--- src/rtl/bike_pkg.sv ---
// ----------------------------------------------------------------------------
// bike_pkg
// Shared types and helpers for the bike grid sequencer.
//   - dir_t / DIR_* : 2-bit heading encoding (right, up = y-1, left, down = y+1)
//   - state_t       : sequencer FSM states
//   - pos_t         : wide {x, y} coordinate pair used by next_pos
//   - opposite()    : the heading that would be a 180 degree turn
//   - next_pos()    : one step in a direction; callers truncate to their
//                     coordinate width, which gives modulo-2^LOG_GRID wrap
// ----------------------------------------------------------------------------
package bike_pkg;

    localparam int COORD_W = 16;

    typedef logic [COORD_W-1:0] coord_t;
    typedef logic [1:0]         dir_t;

    localparam dir_t DIR_RIGHT = 2'b00;
    localparam dir_t DIR_UP    = 2'b01;
    localparam dir_t DIR_LEFT  = 2'b10;
    localparam dir_t DIR_DOWN  = 2'b11;

    typedef struct packed {
        coord_t x;
        coord_t y;
    } pos_t;

    typedef enum logic [3:0] {
        ST_IDLE,
        ST_CLEAR,
        ST_READY,
        ST_P1_MARK,
        ST_P2_MARK,
        ST_P1_READ,
        ST_P1_CHK,
        ST_P2_READ,
        ST_P2_CHK,
        ST_RESOLVE,
        ST_OVER
    } state_t;

    // Right<->left and up<->down differ only in bit 1.
    function automatic dir_t opposite(input dir_t d);
        return d ^ 2'b10;
    endfunction

    function automatic pos_t next_pos(input coord_t x, input coord_t y, input dir_t d);
        pos_t p;
        p.x = x;
        p.y = y;
        case (d)
            DIR_RIGHT: p.x = x + coord_t'(1);
            DIR_UP:    p.y = y - coord_t'(1);
            DIR_LEFT:  p.x = x - coord_t'(1);
            default:   p.y = y + coord_t'(1);
        endcase
        return p;
    endfunction

endpackage

--- src/rtl/grid_port_arb.sv ---
// ----------------------------------------------------------------------------
// grid_port_arb
// Shares the single grid RAM port between the VGA reader and the sequencer.
// VGA always wins its cycle; the sequencer sees stall and holds its access.
//   clk, reset            : clock, synchronous active-high reset
//   vga_req, vga_addr     : VGA read request and {y,x} address
//   seq_addr/we/wdata     : sequencer's pending access for this cycle
//   mem_rdata             : RAM read data (1-cycle latency)
//   mem_addr/we/wdata     : muxed RAM port
//   stall                 : sequencer lost the port this cycle
//   vga_rvalid, vga_rdata : VGA read response, one cycle after the grant
// ----------------------------------------------------------------------------
module grid_port_arb
    import bike_pkg::*;
#(
    parameter int AW = 10
) (
    input  logic          clk,
    input  logic          reset,
    input  logic          vga_req,
    input  logic [AW-1:0] vga_addr,
    input  logic [AW-1:0] seq_addr,
    input  logic          seq_we,
    input  logic          seq_wdata,
    input  logic          mem_rdata,
    output logic [AW-1:0] mem_addr,
    output logic          mem_we,
    output logic          mem_wdata,
    output logic          stall,
    output logic          vga_rvalid,
    output logic          vga_rdata
);

    logic vld_q;

    assign stall     = vga_req;
    assign mem_addr  = vga_req ? vga_addr : seq_addr;
    // A VGA-granted cycle never carries a write.
    assign mem_we    = seq_we    & ~vga_req;
    assign mem_wdata = seq_wdata & ~vga_req;

    always_ff @(posedge clk) begin
        if (reset) vld_q <= 1'b0;
        else       vld_q <= vga_req;
    end

    assign vga_rvalid = vld_q;
    // Gated so the data output reads 0 whenever no response is presented.
    assign vga_rdata  = vld_q & mem_rdata;

endmodule

--- src/rtl/bike_grid_sequencer.sv ---
// ----------------------------------------------------------------------------
// bike_grid_sequencer
// Game-step controller owning the trail-grid RAM port. Clears the grid on
// start, then on each tick marks both heads, reads both next cells, and
// resolves crashes. VGA reads are interleaved with priority.
// Build option: GRID_WRAP_EN -- CLEAR writes 0 everywhere (no border walls).
// Ports:
//   clk, reset              : clock, synchronous active-high reset
//   start, tick             : round start / game step pulses
//   dir_p1, dir_p2          : requested headings
//   vga_req, vga_x, vga_y   : VGA cell read request
//   vga_rdata, vga_rvalid   : VGA read response
//   mem_addr/we/wdata/rdata : grid RAM port, address {y,x}
//   p1_x, p1_y, p2_x, p2_y  : bike heads
//   crash                   : {P2, P1} crash flags, sticky for the round
//   busy, round_over        : status
// ----------------------------------------------------------------------------
module bike_grid_sequencer
    import bike_pkg::*;
#(
    parameter int GRID_SIZE  = 32,
    parameter int LOG_GRID   = 5,
    parameter int P1_START_X = 8,
    parameter int P1_START_Y = 16,
    parameter int P2_START_X = 23,
    parameter int P2_START_Y = 16
) (
    input  logic                  clk,
    input  logic                  reset,
    input  logic                  start,
    input  logic                  tick,
    input  logic [1:0]            dir_p1,
    input  logic [1:0]            dir_p2,
    input  logic                  vga_req,
    input  logic [LOG_GRID-1:0]   vga_x,
    input  logic [LOG_GRID-1:0]   vga_y,
    output logic                  vga_rdata,
    output logic                  vga_rvalid,
    output logic [2*LOG_GRID-1:0] mem_addr,
    output logic                  mem_we,
    output logic                  mem_wdata,
    input  logic                  mem_rdata,
    output logic [LOG_GRID-1:0]   p1_x,
    output logic [LOG_GRID-1:0]   p1_y,
    output logic [LOG_GRID-1:0]   p2_x,
    output logic [LOG_GRID-1:0]   p2_y,
    output logic [1:0]            crash,
    output logic                  busy,
    output logic                  round_over
);

    localparam int AW = 2*LOG_GRID;
    localparam logic [LOG_GRID-1:0] EDGE = LOG_GRID'(GRID_SIZE-1);

    state_t              state, state_nx;
    dir_t                dir1, dir2;
    logic [AW-1:0]       clr_addr;
    logic                cand1, cand2;
    logic                rd_fresh;
    logic                stall;
    logic [AW-1:0]       seq_addr;
    logic                seq_we, seq_wdata;
    pos_t                n1, n2;
    logic [LOG_GRID-1:0] nx1, ny1, nx2, ny2;
    logic [LOG_GRID-1:0] clr_x, clr_y;
    logic                clr_border, clr_last, same;
    logic [1:0]          crash_nx;

    grid_port_arb #(.AW(AW)) u_arb (
        .clk        (clk),
        .reset      (reset),
        .vga_req    (vga_req),
        .vga_addr   ({vga_y, vga_x}),
        .seq_addr   (seq_addr),
        .seq_we     (seq_we),
        .seq_wdata  (seq_wdata),
        .mem_rdata  (mem_rdata),
        .mem_addr   (mem_addr),
        .mem_we     (mem_we),
        .mem_wdata  (mem_wdata),
        .stall      (stall),
        .vga_rvalid (vga_rvalid),
        .vga_rdata  (vga_rdata)
    );

    // Next heads; truncation to LOG_GRID bits is the modulo wrap.
    always_comb begin
        n1  = next_pos(coord_t'(p1_x), coord_t'(p1_y), dir1);
        n2  = next_pos(coord_t'(p2_x), coord_t'(p2_y), dir2);
        nx1 = n1.x[LOG_GRID-1:0];
        ny1 = n1.y[LOG_GRID-1:0];
        nx2 = n2.x[LOG_GRID-1:0];
        ny2 = n2.y[LOG_GRID-1:0];
    end

    assign same     = (nx1 == nx2) && (ny1 == ny2);
    assign crash_nx = crash | {cand2, cand1} | {2{same}};

    assign clr_x      = clr_addr[LOG_GRID-1:0];
    assign clr_y      = clr_addr[AW-1:LOG_GRID];
    assign clr_last   = (clr_addr == '1);
`ifdef GRID_WRAP_EN
    assign clr_border = 1'b0;
`else
    assign clr_border = (clr_x == '0) || (clr_x == EDGE) ||
                        (clr_y == '0) || (clr_y == EDGE);
`endif

    assign busy       = !(state == ST_IDLE || state == ST_READY || state == ST_OVER);
    assign round_over = (state == ST_OVER);

    always_comb begin
        state_nx  = state;
        seq_addr  = '0;
        seq_we    = 1'b0;
        seq_wdata = 1'b0;
        case (state)
            ST_IDLE, ST_OVER: if (start) state_nx = ST_CLEAR;
            ST_CLEAR: begin
                seq_addr  = clr_addr;
                seq_we    = 1'b1;
                seq_wdata = clr_border;
                if (!stall && clr_last) state_nx = ST_READY;
            end
            ST_READY: if (tick) state_nx = ST_P1_MARK;
            ST_P1_MARK: begin
                seq_addr  = {p1_y, p1_x};
                seq_we    = 1'b1;
                seq_wdata = 1'b1;
                if (!stall) state_nx = ST_P2_MARK;
            end
            ST_P2_MARK: begin
                seq_addr  = {p2_y, p2_x};
                seq_we    = 1'b1;
                seq_wdata = 1'b1;
                if (!stall) state_nx = ST_P1_READ;
            end
            ST_P1_READ: begin
                seq_addr = {ny1, nx1};
                if (!stall) state_nx = ST_P1_CHK;
            end
            ST_P1_CHK: if (!stall) state_nx = ST_P2_READ;
            ST_P2_READ: begin
                seq_addr = {ny2, nx2};
                if (!stall) state_nx = ST_P2_CHK;
            end
            ST_P2_CHK: if (!stall) state_nx = ST_RESOLVE;
            ST_RESOLVE: if (!stall) state_nx = (crash_nx != 2'b00) ? ST_OVER : ST_READY;
            default: state_nx = ST_IDLE;
        endcase
    end

    always_ff @(posedge clk) begin
        if (reset) begin
            state    <= ST_IDLE;
            p1_x     <= LOG_GRID'(P1_START_X);
            p1_y     <= LOG_GRID'(P1_START_Y);
            p2_x     <= LOG_GRID'(P2_START_X);
            p2_y     <= LOG_GRID'(P2_START_Y);
            dir1     <= DIR_RIGHT;
            dir2     <= DIR_LEFT;
            crash    <= 2'b00;
            clr_addr <= '0;
            cand1    <= 1'b0;
            cand2    <= 1'b0;
            rd_fresh <= 1'b0;
        end else begin
            state <= state_nx;
            // mem_rdata is valid only in the first cycle after a granted read;
            // a stalled CHK cycle would otherwise see VGA data instead.
            rd_fresh <= !stall && (state == ST_P1_READ || state == ST_P2_READ);
            case (state)
                ST_IDLE, ST_OVER: if (start) begin
                    clr_addr <= '0;
                    crash    <= 2'b00;
                end
                ST_CLEAR: if (!stall) begin
                    clr_addr <= clr_addr + AW'(1);
                    if (clr_last) begin
                        p1_x  <= LOG_GRID'(P1_START_X);
                        p1_y  <= LOG_GRID'(P1_START_Y);
                        p2_x  <= LOG_GRID'(P2_START_X);
                        p2_y  <= LOG_GRID'(P2_START_Y);
                        dir1  <= DIR_RIGHT;
                        dir2  <= DIR_LEFT;
                        crash <= 2'b00;
                    end
                end
                ST_READY: if (tick) begin
                    if (dir_p1 != opposite(dir1)) dir1 <= dir_p1;
                    if (dir_p2 != opposite(dir2)) dir2 <= dir_p2;
                end
                ST_P1_CHK: if (rd_fresh) cand1 <= mem_rdata;
                ST_P2_CHK: if (rd_fresh) cand2 <= mem_rdata;
                ST_RESOLVE: if (!stall) begin
                    p1_x  <= nx1;
                    p1_y  <= ny1;
                    p2_x  <= nx2;
                    p2_y  <= ny2;
                    crash <= crash_nx;
                end
                default: ;
            endcase
        end
    end

endmodule

--- config.mk ---
export PLATFORM = sky130hd
export DESIGN_NAME = bike_grid_sequencer
export DESIGN_NICKNAME = d
export VERILOG_FILES = /design/src/rtl/bike_pkg.sv /design/src/rtl/grid_port_arb.sv /design/src/rtl/bike_grid_sequencer.sv
export SDC_FILE = /design/constraint.sdc
export NUM_CORES = 1
export LEC_CHECK = 0
export CAP_MARGIN = 20
export CORE_AREA = 2 2 86 88
export CTS_CLUSTER_DIAMETER = 120
export DETAILED_ROUTE_END_ITERATION = 10
export DIE_AREA = 0 0 88 90
export PLACE_DENSITY = 0.76
export RECOVER_POWER = 50
export SETUP_SLACK_MARGIN = 0.05
export SYNTH_ARGS = -nofsm -noshare
export SYNTH_HDL_FRONTEND = slang
export SYNTH_SLANG_ARGS = --single-unit
--- constraint.sdc ---
create_clock -name clk -period 3.1 [get_ports clk]
set_input_delay 0.62 -clock clk [delete_from_list [all_inputs] [get_ports clk]]
set_output_delay 0.62 -clock clk [all_outputs]
set_load 0.02 [all_outputs]
==> metrics.txt <==
max incr delay on CP=0.44 ns; global-route wire length before repair=17430 µm; fin area=4564 µm²; Die Wd=88 µm; Main synth FF type=dfxtp_1; Worst Path Arrival=2.80 ns; final critical-path share of the clock period=110.3%; HPWL after DPL=8044 µm; WS Path Type=flop to primary output; Nets=570; vias in the first global route=3531; routing usage on met2=46.59%; Pwr Density=397.7 nW/µm²; core area=7020 µm²; CTS buffer count=5; post-placement cell area=4355 µm²; busiest layer in global routing=met2; outcome=complete, but fails checks; Clock Pin Slew Worst Setup and Hold Paths=0.09 ns; Layout Skew=0.009222 ns; CP Buf/Inv Count=1; area grow syn2layout=36.58%; Final Hold Viols=0; post-synthesis register bit count=44; largest net degree at the start of global routing=23; largest fanout on the critical path=2; CP cell instances=nand2b_4 -> xnor2_1 -> ha_2 -> or3b_4 -> or4_4 -> o31ai_4 -> o21ai_1 -> a221o_1 -> a221oi_2 -> o21ai_2 -> buf_6; cts hold-fix bufs=0; # port buffers=57; Synth warnings=0; Ports=58; # clock sinks=44; synthesized net count=478; minimum clock period after layout=3.419 ns; Leak=1.794 nW; Die H=90 µm; clk root buf=clkbuf_8; sequential fraction of the synthesis area=26.36%; synthesized area=3342 µm²; met1 Usage GRT=35.37%; DRC errors left=0; GRT overflow=0; VDD IR max=0.0001986 V; Post-synth EDFFs=0; asr flop ratio synth=0%; Critical Path Sink Type=primary output; Synth Area per Inst=7.394 µm²; worst skew pair latency=0.31 ns; CTS H-Tree Depth=2; Clock Path Buffers=2; Worst Setup Start Kind=flop; RSZ-0062 raised after global routing=true; failing checks=setup timing; Die Area=7920 µm²; cell family with most CP delay=simple AND/OR/NAND/NOR gates; Max Cap Viol=0; wire per inst=16.97 µm; max-slew violations=0; initial antenna violation count=0; layout cells sized above 1=18.75%; drt first pass iters=7; Worst Hold Class=flop to flop; RD Place Congestion=0.8934; Final WS setup=-0.3187 ns; final setup violating endpoints=4; ant diodes=0; initial detailed-routing violation count=327; Core Rows=31; total wire length=10910 µm; CTS tree=built; Synth cell types=63; Initial Utilization=47.60%; Final ANT Viol Nets=0; fmax=0.2925 GHz; Worst path slowest cell=or4_4; vias per inst=5.852; setup TNS=-0.6083 ns; worst-margin pin slew=0.8911 ns; cells after synthesis=452; worst path required time=2.48 ns; met3 GRT Util=5.234%; Slew HR=40.14%; total track usage=27.93%; vias=3763
[registers in the layout, indices dropped and copies added, names as in the netlist, 2 cells and up]
signal    count
state         4
clr_addr     10
p2_y          5
p1_x          5
p1_y          5
dir2          2
crash         2
dir1          2
p2_x          5
[power by group]
part           internal (mW)  total [mW]  switching (mW)
combinational          0.270       0.657           0.388
clock                  0.318       0.531           0.213
sequential             0.588       0.627          0.0385
total                   1.18        1.82           0.639
[Yosys cell counts (3+ instances only)]
library cell  count  area, µm²
nand3_1          16      80.08
a222oi_1          3      30.03
nand4_1           7      43.79
a21oi_1          37      185.2
nor2_1           49      183.9
and2_1            6      37.54
xnor2_1          21      183.9
inv_1             8      30.03
or3b_1            3      26.28
mux2i_1           5      50.05
o22ai_1           7      43.79
o21ai_0          12      60.06
nand4b_1          3      26.28
o31ai_1           4      30.03
or3_1             9      56.30
nand2b_1         22      137.6
nand2_1          47      176.4
ha_1              6      75.07
a32oi_1           4      35.03
nor3_1           18      90.09
o21ai_1          15      75.07
and4_1            4      35.03
nor2b_1           7      43.79
dfxtp_1          44      880.8
a22oi_1           5      37.54
clkbuf_1         24      90.09
xor2_1           16      140.1
a211oi_2          3      37.54
a211oi_1          4      30.03
[cell families after synthesis]
| group | share of synthesized area, % |
|---|---|
| xor+xnor | 10.67 |
| mux | 2.171 |
| buf+inv | 5.653 |
| compound gates | 21.53 |
| fa+ha+maj | 2.246 |
| flops | 26.36 |
| simple gates | 31.37 |
[cells in the final DEF, fill, tap and decap left out, types with 8 or more instances in the layout]
master / instances
a21oi_1: 37
buf_4: 54
clkdlybuf4s50_1: 20
dfxtp_1: 39
dlygate4sd3_1: 26
inv_1: 8
nand2_1: 47
nand2b_1: 19
nand3_1: 15
nor2_1: 49
nor3_1: 17
o21ai_0: 12
o21ai_1: 13
or3_1: 9
xnor2_1: 18
xor2_1: 15
[metal layers]
layer,up-vias,share of wire [%]
li1,1795,-
met1,1739,40
met2,200,48
met3,29,9.0
met4,0,3.1
met5,-,0
[final timing paths]
path,start,endpoint,slack (ns),cells past startpoint
max,dir2[0],mem_addr[4],-0.32,11
min,cand2,cand2,0.47,2
max reg2reg,dir2[0],state[3],0.18,12
min reg2reg,cand2,cand2,0.47,2
[what timing repair did]
| item | CTS | global route |
|---|---|---|
| gates cloned | 0 | 0 |
| setup endpoints to repair | 11 | 10 |
| resized for setup | 38 | 10 |
| pin swaps | 6 | 3 |
| setup buffers | 1 | 0 |
[worst reg2reg max path, stage by stage, from the launching register on]
cell	delay (ns)
dfxtp_2	0.33
nand2b_4	0.13
xnor2_1	0.12
ha_2	0.18
or3b_4	0.37
or4_4	0.44
o31ai_4	0.08
buf_4	0.16
buf_4	0.10
xnor2_1	0.12
xnor2_1	0.11
or4_4	0.53
a211oi_2	0.18
[cell type report]
cell class,count,area (µm²)
fillers,627,2456
multi-input cells,368,2392
repair buffers,117,1002
flip-flops and latches,44,887.1
well taps,99,123.9
clock buffers,5,68.82
clock inverters,2,60.06
inverters,8,30.03
[stage by stage]
stage / worst slack, ns / power (mW) / utilization, % / instances / hold slack, ns
after CTS: -0.3129 / 1.809 / 64.94 / 643 / 0.4753
final: -0.3187 / 1.815 / 65.02 / 643 / 0.4748
after global placement: -0.3796 / 1.268 / 62.04 / 635 / 0.4626
after detailed placement: -0.4162 / 1.283 / 62.04 / 635 / 0.4607
after floorplan: -0.1828 / 1.036 / - / 452 / 0.4452
after global routing: -0.4113 / 1.901 / 65.02 / 643 / 0.4914
No activity file was read; power rests on OpenSTA's default activity.
